$ cat src/rtl/scaler_hline_ctrl.sv
// Horizontal nearest-neighbour scaling controller around an external 8b x 4096
// simple-dual-port RAM split into two 2048-pixel ping-pong line banks.
// The write side stores incoming lines, and the read side resamples each
// completed line at a fixed-point step. Results go out on a valid/ready stream
// through a 2-entry skid FIFO.
module scaler_hline_ctrl #(
  parameter int DATA_WIDTH = 8,
  parameter int ADDR_WIDTH = 12,
  parameter int FRAC       = 16
) (
  input  logic                           clk,
  input  logic                           rst,
  input  logic                           in_valid,
  input  logic [DATA_WIDTH-1:0]          in_data,
  input  logic                           in_eol,
  input  logic [ADDR_WIDTH-1+FRAC-1:0]   cfg_step,
  input  logic [ADDR_WIDTH-1:0]          cfg_out_width,
  output logic                           ram_wr_en,
  output logic [ADDR_WIDTH-1:0]          ram_wr_addr,
  output logic [DATA_WIDTH-1:0]          ram_wr_data,
  output logic [ADDR_WIDTH-1:0]          ram_rd_addr,
  input  logic [DATA_WIDTH-1:0]          ram_rd_data,
  output logic                           out_valid,
  output logic [DATA_WIDTH-1:0]          out_data,
  output logic                           out_eol,
  input  logic                           out_ready,
  output logic                           overflow
);

  // Pixel index width inside one bank, step width, and accumulator width.
  // The accumulator has room for out_width * max_step, so it never wraps.
  localparam int PIX_W  = ADDR_WIDTH - 1;
  localparam int STEP_W = PIX_W + FRAC;
  localparam int ACC_W  = ADDR_WIDTH + STEP_W;
  localparam int IDX_W  = ACC_W - FRAC;

  localparam logic [PIX_W-1:0]      CNT_MAX  = {PIX_W{1'b1}};
  localparam logic [ADDR_WIDTH-1:0] LINE_MAX = {1'b1, {PIX_W{1'b0}}};

  typedef enum logic [1:0] {
    ST_IDLE  = 2'd0,
    ST_RUN   = 2'd1,
    ST_DRAIN = 2'd2
  } state_e;

  // ---------------------------------------------------------------------------
  // Shared bank bookkeeping
  // ---------------------------------------------------------------------------
  logic [1:0]            bank_full_q, bank_full_d;
  logic [ADDR_WIDTH-1:0] len_q [2];

  // ---------------------------------------------------------------------------
  // Write side state
  // ---------------------------------------------------------------------------
  logic                  wr_bank_q;
  logic [PIX_W-1:0]      wr_cnt_q;
  logic                  line_sat_q;     // pixel 2047 of this line already stored
  logic                  overflow_q;
  logic                  ram_wr_en_q;
  logic [ADDR_WIDTH-1:0] ram_wr_addr_q;
  logic [DATA_WIDTH-1:0] ram_wr_data_q;

  logic                  rel_same_bank;
  logic                  wr_blocked;
  logic                  wr_accept;
  logic                  wr_drop;
  logic                  wr_line_done;
  logic [ADDR_WIDTH-1:0] wr_len;

  // ---------------------------------------------------------------------------
  // Read side state
  // ---------------------------------------------------------------------------
  state_e                state_q, state_d;
  logic                  rd_bank_q;
  logic [ACC_W-1:0]      acc_q;
  logic [ADDR_WIDTH-1:0] oc_q;
  logic [STEP_W-1:0]     step_q;
  logic [ADDR_WIDTH-1:0] width_q;
  logic [ADDR_WIDTH-1:0] rlen_q;
  logic                  inflight_q;
  logic                  inflight_eol_q;

  logic                  rd_start;
  logic                  rd_release;
  logic                  rd_issue;
  logic                  rd_last;
  logic [IDX_W-1:0]      src_idx;
  logic [ADDR_WIDTH-1:0] last_idx;
  logic [PIX_W-1:0]      rd_pix;

  // ---------------------------------------------------------------------------
  // Output FIFO state
  // ---------------------------------------------------------------------------
  logic [DATA_WIDTH-1:0] fifo_data_q [2];
  logic                  fifo_eol_q  [2];
  logic                  fifo_wp_q;
  logic                  fifo_rp_q;
  logic [1:0]            fifo_cnt_q;
  logic                  fifo_pop;
  logic [2:0]            fifo_occ;
  logic                  fifo_room;

  // Decide per input pixel whether it is stored or dropped, and what length a
  // finishing line records.
  always_comb begin
    // NOTE: every signal driven here gets a value on every path before any
    // condition is evaluated; a missed path would otherwise infer a latch.
    rel_same_bank = rd_release && (rd_bank_q == wr_bank_q);
    // A full bank that the reader frees in this very cycle counts as free.
    wr_blocked    = bank_full_q[wr_bank_q] && !rel_same_bank;
    wr_accept     = in_valid && !wr_blocked && !line_sat_q;
    wr_drop       = in_valid && (wr_blocked || line_sat_q);
    wr_line_done  = in_valid && in_eol && !wr_blocked;
    wr_len        = line_sat_q ? LINE_MAX : ({1'b0, wr_cnt_q} + ADDR_WIDTH'(1));
  end

  // Merge write completion and read release; both may hit in one cycle.
  always_comb begin
    bank_full_d = bank_full_q;
    if (rd_release) begin
      bank_full_d[rd_bank_q] = 1'b0;
    end
    if (wr_line_done) begin
      bank_full_d[wr_bank_q] = 1'b1;
    end
  end

  // Write-side registers: RAM write port copy, pixel counter, bank toggling.
  always_ff @(posedge clk or posedge rst) begin
    // NOTE: state registers use non-blocking assignments so every flop samples
    // the pre-edge values regardless of statement order.
    if (rst) begin
      wr_bank_q     <= 1'b0;
      wr_cnt_q      <= '0;
      line_sat_q    <= 1'b0;
      overflow_q    <= 1'b0;
      ram_wr_en_q   <= 1'b0;
      ram_wr_addr_q <= '0;
      ram_wr_data_q <= '0;
      bank_full_q   <= '0;
      len_q[0]      <= '0;
      len_q[1]      <= '0;
    end else begin
      bank_full_q <= bank_full_d;
      ram_wr_en_q <= wr_accept;
      if (wr_accept) begin
        ram_wr_addr_q <= {wr_bank_q, wr_cnt_q};
        ram_wr_data_q <= in_data;
      end
      if (wr_drop) begin
        overflow_q <= 1'b1;
      end
      if (in_valid && in_eol) begin
        wr_cnt_q   <= '0;
        line_sat_q <= 1'b0;
        if (wr_line_done) begin
          len_q[wr_bank_q] <= wr_len;
          wr_bank_q        <= ~wr_bank_q;
        end
      end else if (wr_accept) begin
        if (wr_cnt_q == CNT_MAX) begin
          line_sat_q <= 1'b1;
        end else begin
          wr_cnt_q <= wr_cnt_q + PIX_W'(1);
        end
      end
    end
  end

  // FIFO pop and issue throttle. A read issued now is captured next cycle. So
  // it is allowed only if the FIFO, after this cycle's pop and the pending
  // capture, still has a free slot. This keeps 1 pixel/clk when out_ready is high.
  always_comb begin
    fifo_pop  = (fifo_cnt_q != 2'd0) && out_ready;
    fifo_occ  = {1'b0, fifo_cnt_q} + {2'b00, inflight_q} - {2'b00, fifo_pop};
    fifo_room = (fifo_occ < 3'd2);
  end

  // Read source address: integer part of the accumulator, clamped to the last
  // stored pixel so steps past the end repeat it.
  always_comb begin
    src_idx  = acc_q[ACC_W-1:FRAC];
    last_idx = rlen_q - ADDR_WIDTH'(1);
    if (src_idx > IDX_W'(last_idx)) begin
      rd_pix = last_idx[PIX_W-1:0];
    end else begin
      rd_pix = src_idx[PIX_W-1:0];
    end
    rd_last = (oc_q == (width_q - ADDR_WIDTH'(1)));
  end

  assign ram_rd_addr = {rd_bank_q, rd_pix};

  // Read FSM state register.
  always_ff @(posedge clk or posedge rst) begin
    if (rst) begin
      state_q <= ST_IDLE;
    end else begin
      state_q <= state_d;
    end
  end

  // Read FSM next-state logic.
  always_comb begin
    state_d = state_q;
    case (state_q)
      ST_IDLE: begin
        if (bank_full_q[rd_bank_q] && (cfg_out_width != '0)) begin
          state_d = ST_RUN;
        end
      end
      ST_RUN: begin
        if (fifo_room && rd_last) begin
          state_d = ST_DRAIN;
        end
      end
      ST_DRAIN: begin
        if (!inflight_q) begin
          state_d = ST_IDLE;
        end
      end
      default: state_d = ST_IDLE;
    endcase
  end

  // Read FSM outputs: line start, read issue, and bank release.
  always_comb begin
    rd_start   = 1'b0;
    rd_release = 1'b0;
    rd_issue   = 1'b0;
    case (state_q)
      ST_IDLE: begin
        if (bank_full_q[rd_bank_q]) begin
          // A zero output width discards the line without reading it.
          if (cfg_out_width == '0) begin
            rd_release = 1'b1;
          end else begin
            rd_start = 1'b1;
          end
        end
      end
      ST_RUN:   rd_issue   = fifo_room;
      ST_DRAIN: rd_release = !inflight_q;
      default:  ;
    endcase
  end

  // Read datapath: sample the config at line start, then step the accumulator
  // once per issued read.
  always_ff @(posedge clk or posedge rst) begin
    if (rst) begin
      rd_bank_q      <= 1'b0;
      acc_q          <= '0;
      oc_q           <= '0;
      step_q         <= '0;
      width_q        <= '0;
      rlen_q         <= '0;
      inflight_q     <= 1'b0;
      inflight_eol_q <= 1'b0;
    end else begin
      if (rd_start) begin
        acc_q   <= '0;
        oc_q    <= '0;
        step_q  <= cfg_step;
        width_q <= cfg_out_width;
        rlen_q  <= len_q[rd_bank_q];
      end else if (rd_issue) begin
        acc_q <= acc_q + ACC_W'(step_q);
        oc_q  <= oc_q + ADDR_WIDTH'(1);
      end
      if (rd_release) begin
        rd_bank_q <= ~rd_bank_q;
      end
      inflight_q     <= rd_issue;
      inflight_eol_q <= rd_issue && rd_last;
    end
  end

  // Output FIFO: capture the RAM data one cycle after issue and pop on handshake.
  always_ff @(posedge clk or posedge rst) begin
    // NOTE: the two FIFO slots are reset because out_data reads them directly
    // and must be 0 out of reset; the large line store lives in the external
    // RAM and is never cleared, since a line is only read after it is written.
    if (rst) begin
      fifo_data_q[0] <= '0;
      fifo_data_q[1] <= '0;
      fifo_eol_q[0]  <= 1'b0;
      fifo_eol_q[1]  <= 1'b0;
      fifo_wp_q      <= 1'b0;
      fifo_rp_q      <= 1'b0;
      fifo_cnt_q     <= 2'd0;
    end else begin
      if (inflight_q) begin
        fifo_data_q[fifo_wp_q] <= ram_rd_data;
        fifo_eol_q[fifo_wp_q]  <= inflight_eol_q;
        fifo_wp_q              <= ~fifo_wp_q;
      end
      if (fifo_pop) begin
        fifo_rp_q <= ~fifo_rp_q;
      end
      fifo_cnt_q <= fifo_cnt_q + {1'b0, inflight_q} - {1'b0, fifo_pop};
    end
  end

  assign out_valid   = (fifo_cnt_q != 2'd0);
  assign out_data    = fifo_data_q[fifo_rp_q];
  assign out_eol     = out_valid && fifo_eol_q[fifo_rp_q];
  assign overflow    = overflow_q;
  assign ram_wr_en   = ram_wr_en_q;
  assign ram_wr_addr = ram_wr_addr_q;
  assign ram_wr_data = ram_wr_data_q;

endmodule

$ cat config.mk
export PLATFORM = sky130hd
export DESIGN_NAME = scaler_hline_ctrl
export DESIGN_NICKNAME = d
export VERILOG_FILES = /design/src/rtl/scaler_hline_ctrl.sv
export SDC_FILE = /design/constraint.sdc
export NUM_CORES = 1
export LEC_CHECK = 0
export ABC_AREA = 1
export ABC_CLOCK_PERIOD_IN_PS = 7600
export CORE_MARGIN = 4
export CORE_UTILIZATION = 53
export DETAILED_ROUTE_END_ITERATION = 10
export PLACE_DENSITY_LB_ADDON = 0.08
export SYNTH_ARGS = -nofsm -noshare
export SYNTH_HDL_FRONTEND = slang
export SYNTH_SLANG_ARGS = --single-unit
export TNS_END_PERCENT = 50
$ cat constraint.sdc
create_clock -name clk -period 7.6 [get_ports clk]
set_clock_uncertainty 0.05 [all_clocks]
set_input_delay 1.9 -clock clk [delete_from_list [all_inputs] [get_ports clk]]
set_output_delay 1.9 -clock clk [all_outputs]
set_load 0.02 [all_outputs]
---- Word level (Yosys, flattened, before mapping) ----
Cells that the tools add are included.
cells by class
  multiply operators ...................... 0
  bitwise gates (word level) .............. 11
  $add $sub $neg .......................... 10
  reductions and logical operators ........ 32
  multiplexer cells ....................... 51
  shifts and indexed selects .............. 0
  eq/ne operators ......................... 9
  div/mod/pow operators ................... 0
  order comparisons ....................... 12
operator list
  cell                     number
  $mux W12                 7
  $mux W39                 2
  $mux W11                 4
  $add A39 B27 Y39         1
  $mux W8                  4
  $bwmux W24               1
  $sub A12 B1 Y12 const B  2
  $gt A23 B12 Y1           1
  $mux W1                  19
  $bwmux W16               1
  $logic_and A1 B1 Y1      16
  $add A11 B1 Y12 const B  1
  $add A12 B1 Y12 const B  1
  $demux W12 S1            1
  $eq A12 B12 Y1           1
  $logic_not A12 Y1        1
  $reduce_bool A12 Y1      1
  $add A11 B1 Y11 const B  1
  $eq A11 B11 Y1 const B   1
  $mux W2                  5
  $demux W8 S1             1
  $ge A2 B2 Y1 const B     4
  $ne A2 B2 Y1 const B     4
  $not A1 Y2               4
  other kinds (25)         41
storage, ports and cells
  register bits ........................... 190
  ROM bits ................................ 0
  input bits .............................. 60
  RAM bits ................................ 0
  memories kept ........................... 0
  output and inout bits ................... 44
  bits in latches ......................... 0
  logic and storage cells ................. 151

---- Longest topological paths before layout ----
Gate-level depths: netlist of run 1.
  depth after elaboration ................. 12
  depth in mapped cells ................... 22
  gate-level depth less buffers ........... 22

---- Worst setup path after synthesis of run 1 ----
Ideal clock, no wire load.
  path type ............................... reg-to-output
  start point ............................. register rlen_q[2]
  end point ............................... output port ram_rd_addr[0]
  cell stages (with the launch flop) ...... 21
  setup slack ............................. 3.098 ns
  data arrival time ....................... 2.552 ns
  data required time ...................... 5.650 ns
  path buffers ............................ 1
  cell sequence ........................... dfrtp_1 nor2_1 nand3_1 nor2_1 nand2_1 nor2_1 nand3_1 nor3_1 xor2_1 ha_1 inv_1 nor2_1 nand3_1 nor2_1 nand4_1 nor2_1 nor2_1 nand2_2 buf_2 nand3_1 nand2_1
on the way
  word-level cells in the longest chain between the ends .. 3
ends and longest elaborated chain
  item                      RTL line  source
  start: declaration        79        logic [ADDR_WIDTH-1:0] rlen_q;
  start signal: assignment  266       rlen_q <= len_q[rd_bank_q];
  $sub A12 B1 Y12           183       last_idx = rlen_q - ADDR_WIDTH'(1);
  $gt A23 B12 Y1            184       if (src_idx > IDX_W'(last_idx)) begin
  $mux W11                  184
  end: declaration          21        output logic [ADDR_WIDTH-1:0] ram_rd_addr,
Every way passes these cells.

---- Worst setup path after layout of run 1 ----
  start point ............................. register rlen_q[2]
  end point ............................... output port ram_rd_addr[7]
on the way
  word-level cells in the longest chain between the ends .. 3
ends and longest elaborated chain
  item                 RTL line
  $sub A12 B1 Y12 (*)  183
  $gt A23 B12 Y1       184
  $mux W11 (*)         184
Every way passes the cells marked *; elsewhere a longest branch is shown, timed or not.

==> summary.txt, run 1 <==
Clock network
  • Total clock sinks: 190
  • PostCTS Resize Cnt: 0
  • Clk pin slew, worst setup/hold paths: 0.08 ns
  • Clock buffer count from CTS: 17
  • Post-CTS Hold Fix Bufs: 0
  • CTS H-tree depth: 4
  • Clock root buffer: clkbuf_16
  • CTS tree: done
  • Clock Tree Buf Depth: 2
  • Setup Buffers After CTS: 0
  • Worst-Skew Late Latency: 0.44 ns

Critical path
  • Setup crit end kind: output port
  • CP startpoint kind: flip-flop
  • R2R Path Start: fifo_cnt_q[1]$_DFF_PP0_
  • WS Path Type: reg2out
  • Peak fanout along the critical path: 12
  • Critical path startpoint: rlen_q[2]$_DFFE_PP0P_
  • Worst EP required: 5.65 ns
  • Crit path DAT: 4.12 ns

Synth
  • Complex-gate fraction of the synthesized area: 11.23%
  • Ys Warns: 0
  • Mapped Area: 10960 um^2
  • Top cell type's share of synthesized area: 43.37%
  • Largest family of logic cells by synthesized area: simple AND/OR/NAND/NOR gates
  • Post-synth top area cell: dfrtp_1
  • Synthesized netlist net count: 1589
  • Asr flop ratio synth: 100.0%
  • Seq cells post-synth: 190
  • Top post-synthesis cells by area: dfrtp_1, nand2_1, inv_1
  • Mapped Cells: 1483
  • Adder-Cell Fraction of Synth Area: 5.388%
  • Main synth FF type: dfrtp_1
  • Post-synthesis mux area share: 0%
  • Post-synth cell types: 50
  • Sequential cell area fraction in the yosys report: 43.37%
  • Number of synthesized flops with an enable pin: 0
  • Fraction of the mapped netlist area in simple logic gates: 28.95%
  • Mean Syn Cell Area: 7.392 um^2
  • Synth Area in XOR/XNOR: 3.196%

Timing
  • Highest clock rate: 164.7 MHz
  • RSZ-0062 raised after global routing: no
  • Endpoints failing setup: 0
  • Slew margin rel.: 30.13%
  • Setup tns final: 0 ns
  • Hold slack final: 0.4185 ns
  • Crit path time final: 6.071 ns
  • Measured slew at the worst slew-check pin: 1.048 ns
  • Final slew viol count: 0
  • Final Cycle Share: 79.88%
  • Final Hold Fails: 0
  • Fin worst setup slack: 1.529 ns

Job
  • Max Cap Violations: 0

Detailed routing
  • Via-per-instance ratio: 5.180
  • Final ANT Viol Nets: 0
  • Detailed Route Iter0 Violations: 651
  • Drt first pass iters: 5
  • Vias: 9583
  • Wire per inst: 13.98 um
  • DRC violations left: 0
  • Routed wire length: 25860 um

Cells and area
  • Final net count: 1673
  • Layout cells sized above 1: 3.924%
  • Antenna cells: 0
  • Finished Cell Area: 12720 um^2
  • Commonest cells after routing, fill and taps aside: nand2_1, dfrtp_1, inv_1, nor2_1, o21ai_0
  • Finished Core Util: 62.67%
  • Final Instance Count excl. Fillers: 1850
  • Leading cell type in the layout, fill and taps excluded: nand2_1
  • Layout area overhead: 16.05%

Die
  • Die Y: 151.8 um
  • Core area: 20300 um^2
  • Starting Density: 54.00%
  • Die ar.: 23050 um^2
  • Top Ports: 104
  • Rows: 52
  • Die Wd: 151.8 um

Global routing
  • Global Route Usage Sum: 22.50%
  • Congestion Overflow GR: 0
  • Vias in the first global route: 9018
  • Initial antenna violation count: 0
  • Global-route wire length before repair: 44020 um
  • Largest net degree at the start of global routing: 144

Place
  • Dpl ws: 1.733 ns
  • Number of port buffers: 103
  • Placed cells: 1818
  • Post-DP HPWL: 18610 um
  • Placed inst area: 12140 um^2
  • GP Congestion: 0.9112

Pwr
  • Worst VDD drop: 0.7239 mV
  • Power, Total: 5.797 mW
  • LEAKAGE: 6.426 nW
  • Pwr dens: 455.7 nW/um^2

Hold path
  • Hold/Removal Path Class: reg2reg
  • Worst hold start: overflow$_DFFE_PP0P_

Status
  • Status: complete, no violations
path summary, 6_finish.rpt:
path	end	slack [ns]	cells after the start
worst max-delay path	ram_rd_addr[7]	1.53	18
worst min-delay path	overflow$_DFFE_PP0P_	0.42	1
worst max register to register	acc_q[37]$_DFFE_PP0P_	3.34	20
worst min register to register	overflow$_DFFE_PP0P_	0.42	1
max in group asynchronous	len_q[19]$_DFFE_PP0P_	4.39	3
min in group asynchronous	step_q[19]$_DFFE_PP0P_	1.95	2
cells by family (layout without fill, tap and decap cells):
kind of cell / after synthesis / after routing
AOI/OAI and AO/OA: 224 / 224
xor gates and xnor gates: 40 / 40
adders and majority gates: 46 / 46
buffers and inverters: 211 / 308
DFF: 190 / 190
and+or+nand+nor: 772 / 772
sequential cells by signal, summed over array words and instances (netlist names), 8 cells and up:
name and count:
ram_wr_addr 12, acc_q 39, rlen_q 12, fifo_data_q 16
width_q 12, wr_cnt_q 11, ram_wr_data 8, len_q 24
oc_q 12, step_q 27
synthesized netlist by cell type, types with 3 or more instances:
cell type,instances
nor3_1,12
a22o_1,3
nor2_1,118
o21ai_1,3
a21oi_1,66
nor2_4,3
buf_2,10
inv_1,164
nor3b_1,3
o21bai_1,3
clkbuf_1,21
nor4_1,3
buf_4,5
nand2_1,519
a22oi_1,3
or2_2,5
a21o_1,4
o21a_1,5
nand3_1,75
xor2_1,30
o211ai_1,12
a21oi_2,3
dfrtp_1,190
buf_6,5
a31oi_1,4
nand4_1,19
o21ai_0,113
xnor2_1,10
ha_1,44
layout make-up:
class                           count  area, um^2
Clock inverter                     15       151.4
Inverter                          169       643.1
Timing Repair Buffer              107        1061
Tap cell                          270       337.8
Fill cell                        1912        7579
Multi-Input combinational cell   1082        5348
Sequential cell                   190        4755
Clock buffer                       17       425.4
where the power goes:
part	total [mW]	switching (mW)	internal (mW)
registers	1.64	0.276	1.37
logic	3.28	2.06	1.22
clock network	0.874	0.438	0.437
routing by layer:
layer / global-route usage [%] / up-vias / routed length (um)
li1: - / 4908 / -
met1: 33.70 / 4442 / 12700
met2: 34.31 / 212 / 11600
met3: 4.152 / 21 / 1225
met4: 5.009 / 0 / 333
met5: 0 / - / 0
critical path, stage by stage (launching register included):
cell             delay [ns]
dfrtp_1                0.43
nor2_1                 0.14
nand3_1                0.10
nor2_1                 0.09
nand2_1                0.08
nor2_1                 0.16
nand3_1                0.15
nor3_1                 0.19
xor2_1                 0.10
ha_1                   0.31
nand4_1                0.07
nor2_1                 0.09
nand4_1                0.08
nor2_1                 0.10
nand4_1                0.38
nand2_1                0.45
nand2_1                0.08
nand2_1                0.09
clkdlybuf4s50_1        0.61
Note: power is estimated with default switching activity, not from simulation.
==> run 2, diff against run 1 <==
- ABC_CLOCK_PERIOD_IN_PS: 7600 -> 5800
- clock period: 7.6 -> 5.8 ns (I/O delays scaled with it)
==> run 2 against run 1 <==
Compared with the run above:
- combinational power is 32% higher
- power grew 33%
- clock power grew 40%
- first-iteration DRC count decreased by 1.8%
- worst setup slack worse by 1.1 ns
- critical endpoint is now ram_rd_addr[1]
==> summary.txt, run 2 (synthesis gave the netlist of run 1 again) <==
Detailed routing
  • Wire per inst: 14.12 um (+1.0%)
  • Top layer in use: met4
  • WL met2: 11660 um (+0.52%)
  • DRC violations left: 0 (unchanged)
  • Detailed Route Iter0 Violations: 639 (-1.8%)
  • Via-per-instance ratio: 5.158 (-0.42%)
  • Routed wire length: 26210 um (+1.4%)
  • Final ANT Viol Nets: 0 (unchanged)
  • Met3 wire length: 1116 um (-8.9%)
  • Metal-1 WL: 13050 um (+2.7%)
  • Drt first pass iters: 6 (+1)
  • Vias: 9574 (-0.094%)

Hold path
  • Worst hold start: len_q[7]$_DFFE_PP0P_
  • Hold/Removal Path Class: reg2reg
  • Worst Hold Depth: 2 (+1)
  • Hold Path End: len_q[7]$_DFFE_PP0P_

Cells and area
  • Final net count: 1679 (+0.36%)
  • Layout cells sized above 1: 4.351% (+0.43 points)
  • Commonest cells after routing, fill and taps aside: nand2_1, dfrtp_1, inv_1, nor2_1, o21ai_0
  • Antenna cells: 0 (unchanged)
  • Layout area overhead: 16.74%
  • Max reg flops: 39 (unchanged)
  • Leading cell type in the layout, fill and taps excluded: nand2_1
  • Biggest regs: acc_q x39, step_q x27, len_q x24
  • FF+latch area: 4755 um^2 (unchanged)
  • Fillers: 1897 (-0.78%)
  • Multi-input gate area: 5350 um^2 (about the same)
  • Most flops, register: acc_q

Die
  • Rows: 52 (unchanged)
  • Die Wd: 151.8 um (unchanged)
  • Starting Density: 54.00% (unchanged)
  • Die Y: 151.8 um (unchanged)
  • Die ar.: 23050 um^2 (unchanged)
  • Core area: 20300 um^2 (unchanged)
  • Top Ports: 104 (unchanged)

Clock network
  • Clock root buffer: clkbuf_16
  • Clock Tree Buf Depth: 2 (unchanged)
  • Worst-Skew Late Latency: 0.45 ns (about the same)
  • CTS H-tree depth: 4 (unchanged)
  • Clock buffer count from CTS: 17 (unchanged)
  • Total clock sinks: 190 (unchanged)
  • Clk pin slew, worst setup/hold paths: 0.07 ns (about the same)
  • CTS tree: done

Global routing
  • Vias in the first global route: 8933 (-0.94%)
  • Global-route wire length before repair: 44370 um (+0.81%)
  • Global Route Usage Sum: 22.91% (+0.41 points)
  • Initial antenna violation count: 0 (unchanged)
  • Congestion Overflow GR: 0 (unchanged)
  • Largest net degree at the start of global routing: 78 (-46%)

Timing
  • Final slew viol count: 0 (unchanged)
  • Fin worst setup slack: 0.4392 ns (-1.090 ns)
  • Final Cycle Share: 92.43%
  • Crit path time final: 5.361 ns
  • Highest clock rate: 186.5 MHz
  • Endpoints failing setup: 0 (unchanged)
  • Final Hold Fails: 0 (unchanged)
  • Measured slew at the worst slew-check pin: 1.063 ns (+0.01473 ns)
  • Slew margin rel.: 29.15% (-0.98 points)
  • RSZ-0062 raised after global routing: no
  • Setup tns final: 0 ns (unchanged)
  • Hold slack final: 0.4260 ns (+0.007490 ns)

Critical path
  • WS Path Type: reg2out
  • CP cell instances: nor2_1 > nand3_1 > nor2_1 > nand2_1 > nor2_1 > nand3_1 > nor3_1 > xor2_1 > ha_1 > inv_1 > nor2_1 > nand3_1 > nor2_1 > nand4_1 > nor2_1 > nor2_1 > nand2_2 > nand2_2 > nand2_1 > nand2_1 > clkdlybuf4s50_1
  • Setup crit end kind: output port
  • Worst EP required: 4.30 ns (-1.35 ns)
  • CP startpoint kind: flip-flop
  • Cell mode on critical path: nor2_1
  • Crit path DAT: 3.86 ns (-0.26 ns)
  • R2R Setup Slk: 2.35 ns (-0.99 ns)
  • R2R Path Start: fifo_cnt_q[1]$_DFF_PP0_
  • Peak fanout along the critical path: 12 (unchanged)
  • RR Endpoint: acc_q[26]$_DFFE_PP0P_
  • CP max stage delay: 0.54 ns (-0.07 ns)
  • Reg2reg path depth: 16 (-20%)
  • CP max stage cell: clkdlybuf4s50_1

Pwr
  • Sw frac: 47.13% (-0.74 points)
  • Worst VDD drop: 0.8621 mV (+19%)
  • Pwr dens: 603.2 nW/um^2 (+32%)
  • Internal: 4.081 mW (+35%)
  • Sw Pwr: 3.639 mW (+31%)
  • LEAKAGE: 6.480 nW (+0.84%)
  • Comb power frac: 56.2% (-0.4 points)
  • Clk pwr share: 15.8% (+0.7 points)
  • Sequential share of power: 28.0% (-0.4 points)

Status
  • Status: complete, no violations

Place
  • GP Congestion: 0.9292 (+2.0%)
  • Number of port buffers: 103 (unchanged)
  • Post-DP HPWL: 19120 um (+2.7%)
  • Dpl ws: 0.7477 ns (-0.9854 ns)

Job
  • Max Cap Violations: 0 (unchanged)
## run 2: cell count changes in the layout (fill, tap and decap cells not counted), moves of 2 or more
| cell | change |
|---|---|
| inv_6 | +3 |
| buf_4 | +6 |
| clkinv_2 | +2 |
| bufinv_16 | +2 |
| inv_8 | -3 |
| clkinvlp_4 | -3 |
## run 2: worst max path at each step
stage,start,endpoint,slack (ns),cells past startpoint
3_5_place_dp,rlen_q[2]$_DFFE_PP0P_,ram_rd_addr[1],0.75,18
4_1_cts,rlen_q[2]$_DFFE_PP0P_,ram_rd_addr[1],0.24,18
5_1_grt,rlen_q[2]$_DFFE_PP0P_,ram_rd_addr[3],0.02,21
6_report,rlen_q[2]$_DFFE_PP0P_,ram_rd_addr[1],0.44,21
2_1_floorplan,rlen_q[2]$_DFFE_PP0P_,ram_rd_addr[0],1.75,20
3_3_place_gp,rlen_q[2]$_DFFE_PP0P_,ram_rd_addr[6],0.86,18
## run 2: what timing repair did
item,CTS,global route
resized for setup,0,1
hold buffers,0,0
endpoints found under the setup margin,0,11
setup buffers,0,2
## run 2: power groups by stage
stage	Clock, mW	Sequential [mW]	Combinational, mW
after global routing	1.30	2.22	4.90
after detailed placement	0	2.17	4.28
after floorplan	0	2.10	3.05
after global placement	0	2.17	4.24
final	1.22	2.16	4.34
after CTS	1.24	2.16	4.33
## run 2: area by class of cell
type | instances | area share [%]
multi-input cells | 1082 | 41.81
flip-flops and latches | 190 | 37.15
repair buffers | 113 | 8.643
inverters | 169 | 4.996
clock buffers | 18 | 3.432
well taps | 270 | 2.640
clock inverters | 14 | 1.330
## run 2: worst max-delay path: cells and delay by family (launching register included)
family / cells / cell delay (ns)
XOR/XNOR: 1 / 0.10
AND/OR/NAND/NOR: 17 / 2.02
flip-flops: 1 / 0.42
adder cells (fa/ha/maj): 1 / 0.31
buffers and inverters: 2 / 0.58
## run 2: metrics by stage
stage / instance area [um^2] / instances / total power [mW] / util (%)
after floorplan: 10970 / 1483 / 5.150 / -
after global placement: 12170 / 1822 / 6.404 / 59.95
after detailed placement: 12170 / 1822 / 6.453 / 59.95
after CTS: 12780 / 1854 / 7.729 / 62.96
after global routing: 12800 / 1856 / 8.418 / 63.04
final: 12800 / 1856 / 7.720 / 63.04
## run 2: routing by layer
layer / up-vias / GRT usage (%)
li1: 4905 / -
met1: 4424 / 34.74
met2: 210 / 34.25
met3: 35 / 4.010
met4: 0 / 5.865
met5: - / 0
